## config.mk

```make
export PLATFORM = sky130hd
export DESIGN_NAME = calc_seq
export DESIGN_NICKNAME = d
export VERILOG_FILES = /design/src/rtl/calc_seq.sv
export SDC_FILE = /design/constraint.sdc
export NUM_CORES = 1
export LEC_CHECK = 0
export ABC_AREA = 1
export CAP_MARGIN = 20
export CORE_UTILIZATION = 25
export CTS_CLUSTER_SIZE = 20
export DETAILED_ROUTE_END_ITERATION = 12
export PLACE_DENSITY = 0.46
export REMOVE_ABC_BUFFERS = 1
export SETUP_SLACK_MARGIN = 0.1
export SYNTH_ARGS = -nofsm -noshare
export SYNTH_HDL_FRONTEND = slang
export SYNTH_SLANG_ARGS = --single-unit
```

## constraint.sdc

```tcl
create_clock -name clk -period 1.35 [get_ports clk]
set_input_delay 0.2025 -clock clk [delete_from_list [all_inputs] [get_ports clk]]
set_output_delay 0.2025 -clock clk [all_outputs]
set_load 0.05 [all_outputs]
```

## src/rtl/calc_seq.sv

```systemverilog
// Three-digit BCD two-operand adder front end: key entry, adder handshake with timeout, display drive.
// Define CALC_SEQ_BLANK_EN to blank leading zero digits on the display; otherwise disp_blank is 4'b0000.
module calc_seq #(
    parameter int ACK_TIMEOUT = 255
) (
    input  logic        clk,
    input  logic        n_reset,
    input  logic        key_valid,
    input  logic [3:0]  key_code,
    input  logic        sum_ack,
    input  logic [15:0] sum_in,
    output logic [11:0] op_a,
    output logic [11:0] op_b,
    output logic        sum_req,
    output logic [15:0] disp_bcd,
    output logic [3:0]  disp_blank,
    output logic [3:0]  led
);

    typedef enum logic [3:0] {
        ENTER_A = 4'b0001,
        ENTER_B = 4'b0010,
        CALC    = 4'b0100,
        SHOW    = 4'b1000
    } state_t;

    localparam logic [7:0] TMO_LAST = 8'(ACK_TIMEOUT - 1);

    state_t      state_reg;
    logic [11:0] op_a_reg;
    logic [11:0] op_b_reg;
    logic [15:0] result_reg;
    logic        err_reg;
    logic        sum_req_reg;
    logic [7:0]  tcnt_reg;
    logic [15:0] disp_reg;
    logic [3:0]  led_reg;
    logic [15:0] disp_next;

    logic key_digit;
    logic key_next;
    logic key_equals;
    logic key_clear;

    assign key_digit  = key_valid && (key_code <= 4'd9);
    assign key_next   = key_valid && (key_code == 4'hA);
    assign key_equals = key_valid && (key_code == 4'hB);
    assign key_clear  = key_valid && (key_code == 4'hC);

    // Display follows the registered state, so it lags the state change by one cycle.
    always_comb begin
        disp_next = 16'h0000;
        case (state_reg)
            ENTER_A:       disp_next = {4'h0, op_a_reg};
            ENTER_B, CALC: disp_next = {4'h0, op_b_reg};
            SHOW:          disp_next = err_reg ? 16'hEEEE : result_reg;
            default:       disp_next = 16'h0000;
        endcase
    end

`ifdef CALC_SEQ_BLANK_EN
    logic [3:0] zero_nib;
    logic [3:0] blank_reg;

    generate
        for (genvar gi = 0; gi < 4; gi++) begin : g_zero
            assign zero_nib[gi] = (disp_next[4*gi +: 4] == 4'h0);
        end
    endgenerate

    // Digit 0 is never blanked so a zero value still shows one digit.
    always_ff @(posedge clk) begin
        if (!n_reset)
            blank_reg <= 4'b1110;
        else
            blank_reg <= {zero_nib[3],
                          zero_nib[3] & zero_nib[2],
                          zero_nib[3] & zero_nib[2] & zero_nib[1],
                          1'b0};
    end

    assign disp_blank = blank_reg;
`else
    assign disp_blank = 4'b0000;
`endif

    always_ff @(posedge clk) begin
        if (!n_reset) begin
            state_reg   <= ENTER_A;
            op_a_reg    <= 12'h000;
            op_b_reg    <= 12'h000;
            result_reg  <= 16'h0000;
            err_reg     <= 1'b0;
            sum_req_reg <= 1'b0;
            tcnt_reg    <= 8'd0;
            disp_reg    <= 16'h0000;
            led_reg     <= 4'b0001;
        end else begin
            disp_reg <= disp_next;
            led_reg  <= state_reg;
            // Clear outranks everything, including a simultaneous adder ack.
            if (key_clear) begin
                state_reg   <= ENTER_A;
                op_a_reg    <= 12'h000;
                op_b_reg    <= 12'h000;
                err_reg     <= 1'b0;
                sum_req_reg <= 1'b0;
                tcnt_reg    <= 8'd0;
            end else begin
                case (state_reg)
                    ENTER_A: begin
                        if (key_digit && (op_a_reg[11:8] == 4'h0)) begin
                            op_a_reg <= {op_a_reg[7:0], key_code};
                        end else if (key_next) begin
                            state_reg <= ENTER_B;
                            op_b_reg  <= 12'h000;
                        end else if (key_equals) begin
                            state_reg   <= CALC;
                            sum_req_reg <= 1'b1;
                            tcnt_reg    <= 8'd0;
                        end
                    end
                    ENTER_B: begin
                        if (key_digit && (op_b_reg[11:8] == 4'h0)) begin
                            op_b_reg <= {op_b_reg[7:0], key_code};
                        end else if (key_equals) begin
                            state_reg   <= CALC;
                            sum_req_reg <= 1'b1;
                            tcnt_reg    <= 8'd0;
                        end
                    end
                    CALC: begin
                        if (sum_ack) begin
                            result_reg  <= sum_in;
                            sum_req_reg <= 1'b0;
                            state_reg   <= SHOW;
                        end else if (tcnt_reg == TMO_LAST) begin
                            sum_req_reg <= 1'b0;
                            err_reg     <= 1'b1;
                            state_reg   <= SHOW;
                        end else begin
                            tcnt_reg <= tcnt_reg + 8'd1;
                        end
                    end
                    SHOW: begin
                    end
                    default: state_reg <= ENTER_A;
                endcase
            end
        end
    end

    assign op_a     = op_a_reg;
    assign op_b     = op_b_reg;
    assign sum_req  = sum_req_reg;
    assign disp_bcd = disp_reg;
    assign led      = led_reg;

endmodule

```

# After elaboration in Yosys (flattened, before gate mapping)
# Index checks and enable logic that the tools add are counted.
word_totals:
  inputBits: 24
  output_inout_bits: 49
  register_bits: 74
  wordCells: 77
op_classes:
  reduce_logical: 19
  muxes: 27
  n_lt_le_gt_ge: 1
  n_bitwise: 4
  n_eq_ne: 16
  n_addsub: 1
op_table:
  columns: ["cell", "count"]
  rows:
  - ["8-bit two-way mux", 6]
  - ["16-bit one-hot mux with 3 select lines", 1]
  - ["12-bit two-way mux", 3]
  - ["4-bit two-way mux", 6]
  - ["12-bit one-hot mux with 2 select lines", 1]
  - ["8-bit one-hot mux with 3 select lines", 1]
  - ["4-bit == test (second input constant)", 4]
  - ["16-bit two-way mux", 1]
  - ["4-bit one-hot mux with 4 select lines", 1]
  - ["2-bit != test (second input constant)", 7]
  - ["8-bit by 1-bit adder with 8-bit output (second input constant)", 1]
  - ["8-bit == test (second input constant)", 1]
  - ["4-bit zero test", 2]
  - ["4-bit AND reduction", 2]
  - ["1-bit logical AND", 6]
  - ["1-bit two-way mux", 6]
  - ["3-bit AND reduction", 2]
  - ["6-bit AND reduction", 1]
  - ["5-bit AND reduction", 1]
  - ["4-bit by 1-bit == test with 1-bit output (second input constant)", 1]
  - ["4-bit by 2-bit == test with 1-bit output (second input constant)", 1]
  - ["4-bit by 3-bit == test with 1-bit output (second input constant)", 1]
  - ["4-bit less-or-equal comparator (second input constant)", 1]
  - ["1-bit inverter", 4]
  - ["other kinds (6)", 7]

# Longest topological paths before layout
# Gate-level depths: netlist of the first run.
depth:
  ltp_word: 6
  depth_mapped: 11
  ltp_nobuf: 11

# Worst setup path before layout of the first run
# Ideal clock, no wire load.
synth_path:
  path_kind: "register to register"
  startpoint: "register op_b_reg[10] (netlist: op_b[10])"
  endpoint: "register op_b_reg[11] (netlist: op_b[11])"
  t_arrival_ps: 1429
  stages_incl_launch_ff: 9
  setup_time_ps: 70
  path_slack_ps: -149
  path_buffers: 1
  synth_period_minus_slack_ps: 1499
  required_time_ps: 1280
  path_cell_list: "dfxtp_1 nor2_1 and2_1 nand3_2 nand2_2 nand2_2 buf_6 nand2_1 a21oi_1"
synth_between:
  elab_chain_len: 4
synth_lines:
  columns: ["element", "line", "rtl"]
  rows:
  - ["start, declared", "31", "logic [11:0] op_b_reg;"]
  - ["start signal, assigned", "125", "op_b_reg <= {op_b_reg[7:0], key_code};"]
  - ["4-bit zero test", "124", "if (key_digit && (op_b_reg[11:8] == 4'h0)) begin"]
  - ["1-bit logical AND", "124", null]
  - ["2-bit != test (no line)", null, null]
  - ["4-bit AND reduction (no line)", null, null]
# No other way between the ends.
# A chain may end at the register's enable or synchronous reset.

# Worst setup path in the final report of the first run
layout_path:
  startpoint: "register state_reg[1]"
  endpoint: "register tcnt_reg[1]"
layout_between:
  elab_chain_len: 3
  elab_cells_between_ends: 11
  classes_between: "8 x eq/ne; 1 x mux; 2 x reduce/logical"
layout_lines:
  columns: ["element", "line", "rtl"]
  rows:
  - ["start, declared", "29", "state_t state_reg;"]
  - ["start signal, assigned", "89", "state_reg <= ENTER_A;"]
  - ["start signal, assigned", "103", "state_reg <= ENTER_A;"]
  - ["start signal, assigned", "115", "state_reg <= ENTER_B;"]
  - ["4-bit by 3-bit == test with 1-bit output, or another cell as far along", "110", "case (state_reg)"]
  - ["2-bit != test (no line) or 3-bit nonzero test (tied branches)", null, null]
  - ["6-bit AND reduction (no line)", null, null]
  - ["end signal, assigned", "142", "tcnt_reg <= tcnt_reg + 8'd1;"]
  - ["end, declared", "35", "logic [7:0] tcnt_reg;"]
# Several ways; a longest one is shown, not always the timed one.

==> summary.txt, run 1 <==
Placement
  – Post-DP Area: around 4800 µm²
  – Worst slack at placement: -0.444 ns
  – Placed wire-length estimate: about 7 mm
  – Dpl cells: approximately 680
  – IO Port Bufs: approximately 70
  – Placer Congestion: between 0.7 and 0.8

Worst setup path
  – Req. time, crit path: between 1.5 and 2 ns
  – Cell class contributing the biggest share of worst-path delay: simple AND/OR/NAND/NOR gates
  – Max incr delay on CP: between 0.3 and 0.4 ns
  – Kind of end point of the critical path: flip-flop
  – Worst Path Arrival: ~1.6 ns
  – Startpoint Class: flip-flop
  – Crit path buf inv count: 2
  – Slowest-stage cell, CP: dfxtp_4
  – Crit-path max FO: 6
  – CP Cell Sequence: nor2_4 -> nand3_4 -> clkinv_4 -> buf_12 -> nand2_4 -> nand2_8 -> nand3_2 -> nand2_2 -> nor2_1
  – Crit Path Category: reg -> reg

Final layout
  – Share of cells above drive strength 1: approximately two fifths
  – # diodes: 0
  – Layout Cells excl Fill: about 710
  – Nets: between 500 and 600
  – Area Overhead vs Synth: 79.2%
  – Layout Cell Area excl Fill: 5650 µm²

Synthesis
  – Synth Area in Compound Gates: roughly 15%
  – Post-Synth XOR/XNOR Area: less than 1%
  – Largest family of logic cells by synthesized area: simple AND/OR/NAND/NOR gates
  – Yosys reg bits: 74
  – Netlist cell types: 30
  – Synth Warn #: 0
  – Ranking of synthesized cells by area: dfxtp_1, nand2_1, a21oi_1
  – Avg Inst Size Synth: about 7.6 µm²
  – Post-synthesis cell count: around 420
  – Part of the Yosys area used for sequential elements: 47.0%
  – Mapped Area: 3150 µm²
  – Simple-gate share of the synthesized area: 27.2%
  – Mux contribution to synthesized area: 0%
  – Top cell type by total area after synthesis: dfxtp_1
  – Post-synthesis adder-cell area fraction: less than 1%
  – Top-area cell type share of the netlist area: 47.0%

STA
  – Crit path time final: 1.37 ns
  – F_max: 730 MHz
  – Slew headroom: a little over three fifths
  – RSZ-0062 raised after global routing: yes
  – Final period utilization: 101%
  – Final setup vio count: 2
  – Setup tns final: -0.0312 ns
  – Final Hold Vio Count: 0
  – Worst Slack Setup Final: -0.0192 ns
  – Slew @ Worst Pin: between 0.5 and 0.6 ns
  – Final Skew: between 0.005 and 0.006 ns
  – Max-slew violations: 0

GRT
  – Largest net degree at the start of global routing: 23
  – Antenna violations before repair: 0
  – Number of global-route vias before repair: roughly 3200
  – Global-route total usage across every layer: roughly 16%
  – First-pass GRT wire length: between 15 and 20 mm
  – Congestion Overflow GR: 0

Routing
  – Pre-antenna DRT Iters: 4
  – Number of remaining DRC errors: 0
  – Vias: approximately 3200
  – Detail Route Antenna Nets: 0
  – Total length of routed wires: ~10 mm
  – Per-cell routed wire length: 14.4 µm
  – Drt via density: 4.46
  – DRT iter0 DRCs: 157

Floorplanning
  – IO Pins: 73
  – Initial Util: between 20% and 30%
  – Chip Height: about 110 µm
  – Die Area: around 13000 µm²
  – FP Rows: 40
  – Core area: about 12000 µm²
  – Die width: between 100 and 150 µm

Run status
  – Failing checks: negative setup slack
  – Outcome: complete, but fails checks

Clock tree
  – CTS Buffer Depth: 2
  – Clk_lat worst skew: roughly 0.34 ns
  – Post-CTS Hold Fix Bufs: 0
  – Clock Tree Root: clkbuf_16
  – H-tree Lvls: 3
  – Cts bufs inserted: 9
  – Clock slew at reported path FFs: around 0.060 ns
  – CTS tree: built
  – Clk sinks: 74

Job
  – MaxCap Viol Count: 0

Worst hold path
  – Hold Path Class: in -> reg

Power and ir drop
  – Pwr Density: between 1000 and 1500 nW/µm²
  – VDD IR max: ~650 µV
  – Leakage: 2.18 nW
metal layers:
layer  up-vias  routed length, µm  global-route usage [%]
met5         -                  0                       0
met3        10                429                    4.50
li1       1606                  -                       -
met4         0                102                    4.24
met2        63               4960                    27.0
met1      1495               4720                    21.3
through the flow:
stage	util (%)	total power (W)	hold WS, ns
2_1_floorplan	-	0.00286	0.272
3_3_place_gp	39.1	0.00347	0.432
3_5_place_dp	39.1	0.00347	0.441
4_1_cts	43.8	0.00624	0.320
5_1_grt	46.4	0.00647	0.342
6_report	46.4	0.00623	0.318
layout by cell type (no fill, tap or decap), types with 10 or more instances in the layout:
cell type / instances
buf_6: 11
nand2_1: 68
clkdlybuf4s50_1: 19
buf_4: 40
dfxtp_1: 67
a21oi_1: 33
inv_1: 25
nand2_2: 12
o21ai_2: 16
nand3_1: 20
a31oi_1: 10
buf_12: 50
o21ai_0: 12
nor2_1: 44
nand2_4: 12
worst min-delay path: stages:
cell	delay (ns)
dlygate4sd2_1	0.26
nand4_1	0.09
a21oi_1	0.05
cells by family after synthesis:
group | count (synthesis)
AOI/OAI and AO/OA | 92
xor gates and xnor gates | 3
adders and majority gates | 2
buffers and inverters | 57
DFF | 74
other | 1
and+or+nand+nor | 187
power breakdown:
group | total, W | switching, W | internal [W]
combinational | 0.00119 | 0.000647 | 0.000543
sequential | 0.00235 | 0.0000906 | 0.00226
clock | 0.00269 | 0.000923 | 0.00177
total | 0.00623 | 0.00166 | 0.00457
cell usage after synthesis, drive strengths merged:
cell type  count
inv           34
clkinv         2
nor3           1
buf           17
nor2          56
dfxtp         74
clkbuf         4
ha             2
a31oi         11
nand3         32
nand2         91
o21ai         39
xor2           2
o21bai         1
xnor2          1
conb           1
a21oi         40
o211ai         1
nand4          6
and2           1
worst paths after layout:
kind	from	end	slack (ns)	depth (start not counted)
setup / recovery	state_reg[1]	tcnt_reg[1]	-0.02	9
hold / removal	key_code[2]	op_b[2]	0.32	3
setup reg to reg	state_reg[1]	tcnt_reg[1]	-0.02	9
hold reg to reg	result_reg[12]	disp_bcd[12]	0.45	2
cell type report:
class / count / area, µm²
sequential: 74 / 1500
clock inverter: 4 / 72.6
fill: 1142 / 6510
timing repair buffer: 125 / 1660
tap: 168 / 210
multi-input combinational: 291 / 1770
timing repair inverter: 1 / 7.51
clock buffer: 12 / 267
inverter: 36 / 160
timing repair:
item,4_1_cts,5_1_grt
pin swaps,15,32
gates cloned,4,1
buffers inserted,5,5
resized for setup,56,89
setup endpoints to repair,63,70
(Power assumes the default switching activity.)
==> run 2, diff against run 1 <==
--- a/config.mk
+++ b/config.mk
@@ -7,6 +7,7 @@
 export LEC_CHECK = 0
 export ABC_AREA = 1
 export CAP_MARGIN = 20
+export CORE_MARGIN = 1.5
 export CORE_UTILIZATION = 25
 export CTS_CLUSTER_SIZE = 20
 export DETAILED_ROUTE_END_ITERATION = 12
==> summary.txt, run 2 (same netlist as run 1, synthesis figures left out) <==
Run status
  – Outcome: complete, but fails checks
  – Failing checks: negative setup slack

Power and ir drop
  – Comb pwr share: between 10% and 20%
  – Internal: about 0.0048 W
  – Seq pwr share: between 30% and 40%
  – Leakage: 2.21 nW
  – Sw power: approximately 0.0017 W
  – VDD IR max: ~660 µV
  – Pwr Density: 1120 nW/µm²
  – Switch share: 26.0%
  – Clock Power Share: about 45%

STA
  – Final Hold Vio Count: 0
  – Worst Slack Setup Final: -0.00776 ns
  – Final Skew: between 0.004 and 0.005 ns
  – Crit path time final: approximately 1.4 ns
  – Final period utilization: 101%
  – Final setup vio count: 1
  – Max-slew violations: 0
  – F_max: 737 MHz
  – RSZ-0062 raised after global routing: yes

Placement
  – IO Port Bufs: 68
  – Post-DP Area: 4740 µm²
  – Placer Congestion: approximately 0.77
  – Placed wire-length estimate: 7.15 mm
  – Worst slack at placement: -0.418 ns

Floorplanning
  – Die Area: ~13000 µm²
  – Chip Height: roughly 120 µm
  – IO Pins: 73
  – Core area: between 10000 and 15000 µm²
  – Die width: 115 µm
  – Initial Util: 25.9%
  – FP Rows: 40

Final layout
  – Most common cell after layout, fill and taps aside: dfxtp_1
  – Nets: 570
  – Share of cells above drive strength 1: 43.2%
  – Multi-input gate area in the final layout: 1830 µm²
  – Final-layout fill cell count: between 1000 and 1500
  – Layout Cell Area excl Fill: 5790 µm²
  – Area Overhead vs Synth: 83.6%
  – FF/Latch Area: 1500 µm²
  – Most frequent cells in the layout: dfxtp_1, nand2_1, buf_12
  – # diodes: 0

Routing
  – Total length of routed wires: a little over 10 mm
  – Vias: 3209
  – Number of remaining DRC errors: 0
  – DRT iter0 DRCs: roughly 110
  – Pre-antenna DRT Iters: 4
  – Per-cell routed wire length: 14.4 µm
  – Detail Route Antenna Nets: 0
  – Routed met3 length: 549 µm
  – Routed length on met2: slightly below 5 mm
  – M1 WL: between 4 and 5 mm
  – Max Used Layer: met4
  – Drt via density: between 4 and 5

Worst setup path
  – Startpoint Class: flip-flop
  – Crit Path Category: reg -> reg
  – Req. time, crit path: about 1.6 ns
  – Worst R2R Path Depth: 9
  – Crit-path max FO: 2
  – Kind of end point of the critical path: flip-flop
  – Worst Path Arrival: 1.58 ns

GRT
  – Congestion Overflow GR: 0
  – Number of global-route vias before repair: approximately 3100
  – Largest net degree at the start of global routing: 23
  – Global-route total usage across every layer: between 15 and 20%
  – First-pass GRT wire length: roughly 16 mm
  – Antenna violations before repair: 0

Job
  – MaxCap Viol Count: 0

Clock tree
  – Clk_lat worst skew: ~0.33 ns
  – H-tree Lvls: 3
  – Clk sinks: 74
  – Clock slew at reported path FFs: 0.06 ns
  – CTS tree: built
  – Clock Tree Root: clkbuf_16
  – Cts bufs inserted: 9
  – CTS Buffer Depth: 2

Worst hold path
  – Cell count of the worst hold path: 4
  – Hold Path Class: in -> reg
==> run 2: repair_timing <==
action                     in CTS  in global routing
setup buffers                   8                  6
cloned                          3                  3
hold buffers                    0                  0
gates resized for setup        74                 99
setup endpoints to repair      66                 70
pin swaps                      20                 23
==> run 2: path summary, 6_finish.rpt <==
kind,from,end,slack (ns)
setup / recovery,tcnt_reg[0],tcnt_reg[0],-0.008
hold / removal,key_code[0],op_b[0],0.31
setup reg to reg,tcnt_reg[0],tcnt_reg[0],-0.008
hold reg to reg,result_reg[12],disp_bcd[12],0.45
==> run 2: power groups by stage <==
stage / logic [W] / clock network (W) / registers (W)
final: 0.00121 / 0.00294 / 0.00235
after global routing: 0.00127 / 0.00312 / 0.00236
after CTS: 0.00114 / 0.00302 / 0.00235
after detailed placement: 0.00108 / 0 / 0.00240
after global placement: 0.00108 / 0 / 0.00240
after floorplan: 0.000245 / 0 / 0.00262
==> run 2: area by class of cell <==
class / instances / area share (%)
Clock buffer: 10 / 3.96
Timing Repair Buffer: 131 / 29.5
Multi-Input combinational cell: 291 / 31.5
Tap cell: 168 / 3.63
Timing Repair inverter: 1 / 0.108
Clock inverter: 6 / 2.38
Sequential cell: 74 / 25.9
Inverter: 36 / 2.98
==> run 2: worst max-delay path: stages, from the launching register on <==
cell	delay, ns
dfxtp_2	0.35
inv_2	0.06
buf_4	0.12
buf_4	0.12
buf_4	0.12
buf_4	0.12
buf_4	0.12
buf_4	0.12
nand3_2	0.07
a21oi_2	0.05
==> run 2: per-layer routing <==
| layer | up-vias | track usage [%] |
|---|---|---|
| li1 | 1620 | - |
| met3 | 12 | 3.90 |
| met5 | - | 0 |
| met1 | 1501 | 21.7 |
| met2 | 76 | 24.4 |
| met4 | 0 | 5.60 |
==> run 2: metrics by stage <==
stage	hold WS, ns	power [W]	util, %	TNS [ns]	cells
after CTS	0.326	0.00651	44.5	0	708
after detailed placement	0.441	0.00347	39.0	-19.66	681
final	0.311	0.00651	47.6	-0.00776	717
after floorplan	0.272	0.00286	-	-2.33	398
after global routing	0.328	0.00676	47.6	-1.21	717
after global placement	0.434	0.00347	39.0	-17.88	681
==> run 3, diff against run 2 <==
--- a/config.mk
+++ b/config.mk
@@ -9,7 +9,6 @@
 export CAP_MARGIN = 20
 export CORE_MARGIN = 1.5
 export CORE_UTILIZATION = 25
-export CTS_CLUSTER_SIZE = 20
 export DETAILED_ROUTE_END_ITERATION = 12
 export PLACE_DENSITY = 0.46
 export REMOVE_ABC_BUFFERS = 1
==> results of run 3 <==
Same layout as run 2: the final DEF is identical, and so are final timing and power.
